===== src/rtl/fir_pkg.sv =====
// Shared definitions for the FIR block sequencer: controller states, block size
// and the coefficient set loaded at reset.
package fir_pkg;

    typedef enum logic [2:0] {
        IDLE  = 3'd0,
        FILL  = 3'd1,
        ISSUE = 3'd2,
        WAIT  = 3'd3,
        DRAIN = 3'd4
    } fir_state_t;

    localparam int P     = 6;
    localparam int IDX_W = 3;
    localparam int N_COEF = 4;

    localparam int C0_DEF = -1;
    localparam int C1_DEF = -1;
    localparam int C2_DEF = -2;
    localparam int C3_DEF = 3;

    function automatic int coef_default(input int i);
        case (i)
            0:       return C0_DEF;
            1:       return C1_DEF;
            2:       return C2_DEF;
            default: return C3_DEF;
        endcase
    endfunction

endpackage


===== src/rtl/fir_drain.sv =====
// Result unloader: captures one block of FIR outputs and presents them one per
// valid/ready transfer, index 0 first.
module fir_drain
    import fir_pkg::*;
#(
    parameter int Y_OUT = 12
) (
    input  logic               clk,
    input  logic               rst,
    input  logic               load_i,
    input  logic [P*Y_OUT-1:0] y_i,
    input  logic               ready_i,
    output logic               valid_o,
    output logic [Y_OUT-1:0]   data_o,
    output logic               last_o
);

    logic [Y_OUT-1:0] y_arr    [P];
    logic [Y_OUT-1:0] buf_q    [P];
    logic [IDX_W-1:0] idx_q;
    logic             valid_q;
    logic [Y_OUT-1:0] data_q;

    genvar gi;
    generate
        for (gi = 0; gi < P; gi++) begin : g_unpack
            assign y_arr[gi] = y_i[gi*Y_OUT +: Y_OUT];
        end
    endgenerate

    // data_q is preloaded with the next entry so it is a plain register output.
    always_ff @(posedge clk) begin
        if (rst) begin
            idx_q   <= '0;
            valid_q <= 1'b0;
            data_q  <= '0;
            for (int k = 0; k < P; k++) buf_q[k] <= '0;
        end else if (load_i) begin
            for (int k = 0; k < P; k++) buf_q[k] <= y_arr[k];
            idx_q   <= '0;
            valid_q <= 1'b1;
            data_q  <= y_arr[0];
        end else if (valid_q && ready_i) begin
            if (idx_q == IDX_W'(P - 1)) begin
                idx_q   <= '0;
                valid_q <= 1'b0;
            end else begin
                idx_q  <= idx_q + IDX_W'(1);
                data_q <= buf_q[idx_q + IDX_W'(1)];
            end
        end
    end

    assign valid_o = valid_q;
    assign data_o  = data_q;
    assign last_o  = (idx_q == IDX_W'(P - 1));

endmodule


===== src/rtl/fir_seq_ctrl.sv =====
// Block sequencer around a 6-parallel FIR: gathers serial samples into a block,
// issues it, waits (with timeout) for the results and streams them back out.
module fir_seq_ctrl
    import fir_pkg::*;
#(
    parameter int W_IN  = 5,
    parameter int C_IN  = 3,
    parameter int Y_OUT = 12,
    parameter int TMO   = 15
) (
    input  logic               clk,
    input  logic               rst,
    input  logic               run,
    input  logic               cfg_we,
    input  logic [1:0]         cfg_addr,
    input  logic [C_IN-1:0]    cfg_data,
    input  logic               s_valid,
    output logic               s_ready,
    input  logic [W_IN-1:0]    s_data,
    output logic [C_IN-1:0]    c_0,
    output logic [C_IN-1:0]    c_1,
    output logic [C_IN-1:0]    c_2,
    output logic [C_IN-1:0]    c_3,
    output logic [P*W_IN-1:0]  blk_x,
    output logic               blk_valid,
    input  logic [P*Y_OUT-1:0] fir_y,
    input  logic               fir_y_valid,
    output logic               m_valid,
    input  logic               m_ready,
    output logic [Y_OUT-1:0]   m_data,
    output logic               err_tmo
);

    localparam int TMR_W = (TMO < 2) ? 1 : $clog2(TMO);

    fir_state_t        state_q;
    logic [IDX_W-1:0]  cnt_q;
    logic [TMR_W-1:0]  tmr_q;
    logic [C_IN-1:0]   coef_q [N_COEF];
    logic [W_IN-1:0]   samp_q [P];
    logic [P*W_IN-1:0] blk_x_q;
    logic              blk_valid_q;
    logic              s_ready_q;
    logic              err_q;

    logic s_fire;
    logic y_load;
    logic drain_last;

    assign s_fire = s_valid && s_ready_q;
    assign y_load = (state_q == WAIT) && fir_y_valid;

    always_ff @(posedge clk) begin
        if (rst) begin
            state_q     <= IDLE;
            cnt_q       <= '0;
            tmr_q       <= '0;
            blk_x_q     <= '0;
            blk_valid_q <= 1'b0;
            s_ready_q   <= 1'b0;
            err_q       <= 1'b0;
            for (int k = 0; k < N_COEF; k++) coef_q[k] <= C_IN'(coef_default(k));
            for (int k = 0; k < P; k++) samp_q[k] <= '0;
        end else begin
            blk_valid_q <= 1'b0;
            case (state_q)
                IDLE: begin
                    if (cfg_we) coef_q[cfg_addr] <= cfg_data;
                    if (run) begin
                        state_q   <= FILL;
                        s_ready_q <= 1'b1;
                        cnt_q     <= '0;
                    end
                end
                FILL: begin
                    // A transfer always wins over run=0 so a started block completes.
                    if (s_fire) begin
                        samp_q[cnt_q] <= s_data;
                        if (cnt_q == IDX_W'(P - 1)) begin
                            cnt_q <= '0;
                            for (int k = 0; k < P - 1; k++)
                                blk_x_q[k*W_IN +: W_IN] <= samp_q[k];
                            blk_x_q[(P-1)*W_IN +: W_IN] <= s_data;
                            blk_valid_q <= 1'b1;
                            s_ready_q   <= 1'b0;
                            state_q     <= ISSUE;
                        end else begin
                            cnt_q <= cnt_q + IDX_W'(1);
                        end
                    end else if (!run && cnt_q == '0) begin
                        s_ready_q <= 1'b0;
                        state_q   <= IDLE;
                    end
                end
                ISSUE: begin
                    tmr_q   <= '0;
                    state_q <= WAIT;
                end
                WAIT: begin
                    // A result arriving in the TMO-th cycle after issue is still accepted.
                    if (fir_y_valid) begin
                        state_q <= DRAIN;
                    end else if (tmr_q == TMR_W'(TMO - 1)) begin
                        err_q   <= 1'b1;
                        state_q <= IDLE;
                    end else begin
                        tmr_q <= tmr_q + TMR_W'(1);
                    end
                end
                DRAIN: begin
                    if (m_valid && m_ready && drain_last) begin
                        if (run) begin
                            state_q   <= FILL;
                            s_ready_q <= 1'b1;
                            cnt_q     <= '0;
                        end else begin
                            state_q <= IDLE;
                        end
                    end
                end
                default: begin
                    state_q   <= IDLE;
                    s_ready_q <= 1'b0;
                end
            endcase
        end
    end

    fir_drain #(
        .Y_OUT(Y_OUT)
    ) u_drain (
        .clk     (clk),
        .rst     (rst),
        .load_i  (y_load),
        .y_i     (fir_y),
        .ready_i (m_ready),
        .valid_o (m_valid),
        .data_o  (m_data),
        .last_o  (drain_last)
    );

    assign s_ready   = s_ready_q;
    assign c_0       = coef_q[0];
    assign c_1       = coef_q[1];
    assign c_2       = coef_q[2];
    assign c_3       = coef_q[3];
    assign blk_x     = blk_x_q;
    assign blk_valid = blk_valid_q;
    assign err_tmo   = err_q;

endmodule

===== config.mk =====
export PLATFORM = sky130hd
export DESIGN_NAME = fir_seq_ctrl
export DESIGN_NICKNAME = d
export VERILOG_FILES = /design/src/rtl/fir_pkg.sv /design/src/rtl/fir_drain.sv /design/src/rtl/fir_seq_ctrl.sv
export SDC_FILE = /design/constraint.sdc
export NUM_CORES = 1
export LEC_CHECK = 0
export BUFFER_PORTS_ARGS = -buffer_cell sky130_fd_sc_hd__buf_2
export CORE_UTILIZATION = 59
export DETAILED_ROUTE_END_ITERATION = 7
export PLACE_DENSITY = 0.89
export SKIP_LAST_GASP = 1
export SLEW_MARGIN = 15
export SYNTH_ARGS = -nofsm -noshare
export SYNTH_HDL_FRONTEND = slang
export SYNTH_SLANG_ARGS = --single-unit
export TNS_END_PERCENT = 5

===== constraint.sdc =====
create_clock -name clk -period 7.3 [get_ports clk]
set_clock_uncertainty 0.2 [all_clocks]
set_input_delay 0.365 -clock clk [delete_from_list [all_inputs] [get_ports clk]]
set_output_delay 0.365 -clock clk [all_outputs]
set_load 0.05 [all_outputs]

==> results.cfg, run 1 <==
[global_routing]
met1_usage_pct = 28.2
grt_overflow_total = 0
grt_pass1_vias = 5059
gr-usage-met2_pct = 45.1
antenna_found_initial = 1
grt_max_degree = 76
grt.busiest_layer = met2
grt_usage_pct = 25.0
grt_util_met3_pct = 4.97
grt_first_pass_wirelength_um = 23900

[power_and_ir_drop]
peakVddDrop_mv = 0.142
power_density_mw_per_mm2 = 233
leakagePower_nw = 3.27

[final_layout]
diodes = 0
syn_to_final_growth_pct = 18.7
finalNonFillerCells = 897
fill_cells = 768
seq_area_mm2 = 0.00446
finalNetCount = 834
drive_above_1_share_pct = 27.7
multi_input_area_mm2 = 0.00257

[synthesis]
synth_top_area_cell = edfxtp_1
synth_common_cells = 109 x edfxtp_1, 100 x and2_1, 96 x nand2_1, 59 x dfxtp_1, 42 x a21oi_1
netlist_top_cells_area = edfxtp_1 45%, dfxtp_1 16%, and2_1 8.7%
synthCells = 610
yosysTopAreaCellShare_pct = 45.4
async_reset_ff_share_pct = 0
synth_ff_type = edfxtp_1
synth_cell_types = 54
synth_edf_count = 109
yosysWarnings = 0
synth-seq-cells = 168
postSynthAreaPerCell_um2 = 11.8
syn_nets = 703
syn-cell-area_mm2 = 0.00720
synth-seq-area-share_pct = 61.8
yosysMostFrequentCell = edfxtp_1

[cts]
cts_buffers = 17
cts_setup_buffers = 0
clock_sinks = 168
clkTransAtPathRegs_ns = 0.06
cts_tree = done
hold_buffers = 0
insertion_delay_ns = 0.42
cts_max_level = 4
cts.repair.resized = 0
clock_path_buffers = 2
clockRootBuffer = clkbuf_16

[sta]
fin_crit_sh_pct = 40.7
finalMaxSlewViolations = 0
finalSetupTns_ns = 0
finalSetupViolations = 0
grt_setup_unrepaired = no
max-slew-margin-rel_pct = 30.2
tightest_slew_ns = 1.05
max_freq_ghz = 0.337
period_needed_ns = 2.97
hold_violations = 0

[worst_setup_path]
crit_slowest_cell = dfxtp_2
reg2reg_depth = 4
critPathKind = reg -> reg
cpPeakStageDelay_ns = 0.91
path_cells = ha_1 -> xor2_2 -> o211ai_1 -> a311oi_1
critical_path.max_fanout = 27
crit_end = u_drain.data_o[0]
critical_path_required_ns = 7.42
end_kind = register
regToRegSetupSlack_ns = 4.33
critPathLaunchType = register
r2r_start = u_drain.idx_q[0]
crit_start = u_drain.idx_q[0]
worstReg2RegEnd = u_drain.data_o[0]
crit_arrival_ns = 3.09

[floorplan]
io_pins = 147
core_area_mm2 = 0.0117
start_util_pct = 61.8
die_h_um = 113
num_rows = 39
dieWidth_um = 113
die_area_mm2 = 0.0127

[detailed_routing]
dr.pass1.iters = 5
vias_per_cell = 5.74
drc = 0
wl_um = 15100
num_vias = 5152
ant_nets = 0
first_iter_violations = 317
wire_per_inst_um = 16.8

[placement]
io_buffers = 146
hpwl_um = 10400
placed_cells = 864
place_congestion = 0.775

[status]
status = complete, no violations

[min_path]
min_path_type = in -> reg

[flow_run]
maxCapViolCount = 0
cell families (layout without fill, tap and decap cells):
family	after synthesis	after routing	synth area share, %
compound gates	93	93	8.58
xor+xnor	1	1	0.122
fa+ha+maj	4	4	0.695
buf+inv	44	188	2.71
flops	168	168	61.8
mux	25	25	5.56
simple gates	275	275	20.5
area by class of cell:
cell class | instances | share of cell area [%]
Sequential cell | 168 | 52.1
Multi-Input combinational cell | 398 | 30.1
Timing Repair Buffer | 150 | 9.04
Clock buffer | 23 | 5.59
Tap cell | 143 | 2.09
Clock inverter | 9 | 0.878
Inverter | 6 | 0.263
state kept, by name, indices dropped and copies added, names as in the netlist:
name,cells
u_drain.valid_o,1
cnt_q,3
coef_q,12
samp_q,25
tmr_q,4
blk_x,30
blk_valid,1
u_drain.buf_q,72
u_drain.idx_q,3
s_ready,1
u_drain.data_o,12
state_q,3
err_tmo,1
cells in the final DEF, fill, tap and decap left out, drive strengths merged, types with 13 or more instances in the layout:
| cell | count |
|---|---|
| a311oi | 15 |
| and2 | 101 |
| edfxtp | 109 |
| nand2 | 96 |
| mux2i | 13 |
| clkbuf | 23 |
| nor2 | 26 |
| a21oi | 42 |
| dfxtp | 59 |
| buf | 150 |
per-layer routing:
metal  wire length, µm  vias up
met3              1070       38
met2              7900      242
met4               454        0
li1                  -     2443
met5                 0        -
met1              5630     2429
power by group:
part	switching, mW	internal (mW)	leakage, nW
combinational	0.0673	0.0407	1.43
clock	0.342	0.492	0.264
sequential	0.0143	1.04	1.57
total	0.423	1.57	3.27
worst min-delay path by stage:
stage,slack (ns),startpoint,cells past startpoint,to
CTS,0.003,fir_y[34],2,u_drain.buf_q[2][10]
global placement,0.24,blk_x[17],2,blk_x[17]
global route,0.01,fir_y[65],2,u_drain.buf_q[5][5]
detailed placement,0.25,blk_x[6],2,blk_x[6]
finish,0.01,fir_y[34],2,u_drain.buf_q[2][10]
floorplan,0.27,samp_q[0][0],2,blk_x[0]
stage by stage:
step / instance area, µm² / setup WS, ns / util (%) / power, mW / hold slack [ns]
after floorplan: 7200 / 3.98 / - / 1.13 / 0.271
after global placement: 7980 / 4.48 / 68.4 / 1.17 / 0.239
after detailed placement: 7980 / 4.34 / 68.4 / 1.18 / 0.249
after CTS: 8530 / 4.31 / 73.2 / 2.00 / 0.00328
after global routing: 8550 / 4.11 / 73.4 / 2.05 / 0.0108
final: 8550 / 4.33 / 73.4 / 1.99 / 0.0134
worst max-delay path: cells and delay by family, from the launching register on:
family                   cells  cell delay [ns]
flip-flops                   1             0.91
XOR/XNOR                     1             0.77
AO/OA/AOI/OAI                2             0.59
adder cells (fa/ha/maj)      1             0.39
No activity file was read; power rests on OpenSTA's default activity.
==> run 2, diff against run 1 <==
- CORE_UTILIZATION: 59 -> 55
- PLACE_DENSITY: 0.89 -> 0.84
- clock period: 7.3 -> 2.85 ns (I/O delays scaled with it)
==> run 2 against run 1 <==
Compared with the run above:
- fmax grew 17%
- worst hold slack gained 0.0074 ns
- worst setup slack lost 4.0 ns
- clock power grew to 3.1 times the previous value
- via count grew 9.9%
- global-route usage grew 3.9 points
- non-clock buffer count grew 94
- register-to-register slack lost 4.0 ns
- cell area grew 13%
- sequential cell count is the same
- total power grew to 2.8 times the previous value
- critical path depth grew 1
- critical path type unchanged
==> results.cfg, run 2 (synthesis gave the netlist of run 1 again) <==
[global_routing]
grt_pass1_vias = 5763
antenna_found_initial = 0
grt_max_degree = 76
grt_first_pass_wirelength_um = 28600
grt_overflow_total = 0
grt_usage_pct = 28.9

[floorplan]
io_pins = 147
dieWidth_um = 116
num_rows = 41
die_area_mm2 = 0.0136
start_util_pct = 56.9
die_h_um = 116
core_area_mm2 = 0.0127

[cts]
clockRootBuffer = clkbuf_16
cts_buffers = 17
clock_sinks = 168
cts.repair.resized = 0
insertion_delay_ns = 0.43
clkTransAtPathRegs_ns = 0.06
cts_tree = done
cts_max_level = 4
hold_buffers = 87
cts_setup_buffers = 0
clock_path_buffers = 2

[final_layout]
drive_above_1_share_pct = 25.9
syn_to_final_growth_pct = 34.0
finalNetCount = 928
layout_commonest_cell = buf_2
regMostFlops = u_drain.buf_q
final_cell_mix = 146 x buf_2, 109 x edfxtp_1, 100 x and2_1
largest_reg_flops = 72
diodes = 0

[worst_setup_path]
critPathKind = reg -> reg
critical_path.max_fanout = 14
end_kind = register
critPathLaunchType = register
crit_arrival_ns = 2.52
critical_path_required_ns = 2.83

[flow_run]
maxCapViolCount = 0

[detailed_routing]
wl_um = 18500
wire_per_inst_um = 18.1
drc = 0
ant_nets = 0
num_vias = 5661
first_iter_violations = 386
vias_per_cell = 5.55
dr.pass1.iters = 5

[sta]
finalSetupViolations = 0
finalMaxSlewViolations = 0
fin_crit_sh_pct = 89.3
max_freq_ghz = 0.393
max-slew-margin-rel_pct = 50.7
finalSetupTns_ns = 0
tightest_slew_ns = 0.732
period_needed_ns = 2.55
hold_violations = 0
grt_setup_unrepaired = no

[power_and_ir_drop]
power_density_mw_per_mm2 = 588
leakagePower_nw = 3.74
report.power.total_mw = 5.67
peakVddDrop_mv = 0.354

[placement]
place_congestion = 0.860
hpwl_um = 10700
io_buffers = 146

[status]
status = complete, no violations

[min_path]
min_path_type = in -> reg
run 2: changes by cell type in the layout (fill, tap and decap cells not counted):
| cell | delta |
|---|---|
| buf_4 | +7 |
| bufinv_16 | +2 |
| clkbuf_1 | -2 |
| clkbuf_16 | +4 |
| clkinv_1 | -2 |
| clkinv_2 | -2 |
| clkinv_4 | +1 |
| clkinvlp_4 | -2 |
| dlygate4sd3_1 | +87 |
| inv_6 | +1 |
run 2: worst paths after layout:
check | from | endpoint | slack [ns] | depth (start not counted)
hold / removal | fir_y_valid | state_q[2] | 0.02 | 3
hold reg to reg | blk_x[15] | blk_x[15] | 0.25 | 2
setup / recovery | state_q[0] | coef_q[0][2] | 0.30 | 5
setup reg to reg | state_q[0] | coef_q[0][2] | 0.30 | 5
run 2: cell type report:
class	instances	area, µm²
clock buffer	25	571
clock inverter	7	120
fill	788	3020
inverter	6	22.5
multi-input combinational	398	2570
sequential	168	4460
tap	172	215
timing repair buffer	244	1700
run 2: critical path, cell delays in order, from the launching register on:
cell and delay (ns):
dfxtp_1 0.43, nor4b_2 0.51, nand2_1 0.19, nor3_1 0.33, nand2b_1 0.09, dlygate4sd3_1 0.56
run 2: power breakdown:
group	switching, mW	internal [mW]	total (mW)
logic	0.197	0.184	0.381
clock network	0.937	1.66	2.60
registers	0.0395	2.65	2.69
run 2: metal layers:
metal / routed length [µm] / global-route usage, %
met5: 0 / 0
met4: 688 / 16.3
met3: 1180 / 5.81
met2: 9840 / 52.9
met1: 6750 / 31.0
run 2: per-stage QoR:
step,utilization [%],area [µm²],setup WS (ns),hold slack (ns),std cells
finish,76.2,9650,0.304,0.0208,1020
global route,76.2,9650,0.147,0.0443,1020
CTS,76.2,9650,0.305,0.00235,1020
detailed placement,63.8,8090,0.586,0.221,901
global placement,63.8,8090,0.683,0.218,901
floorplan,-,7210,0.242,0.0785,610
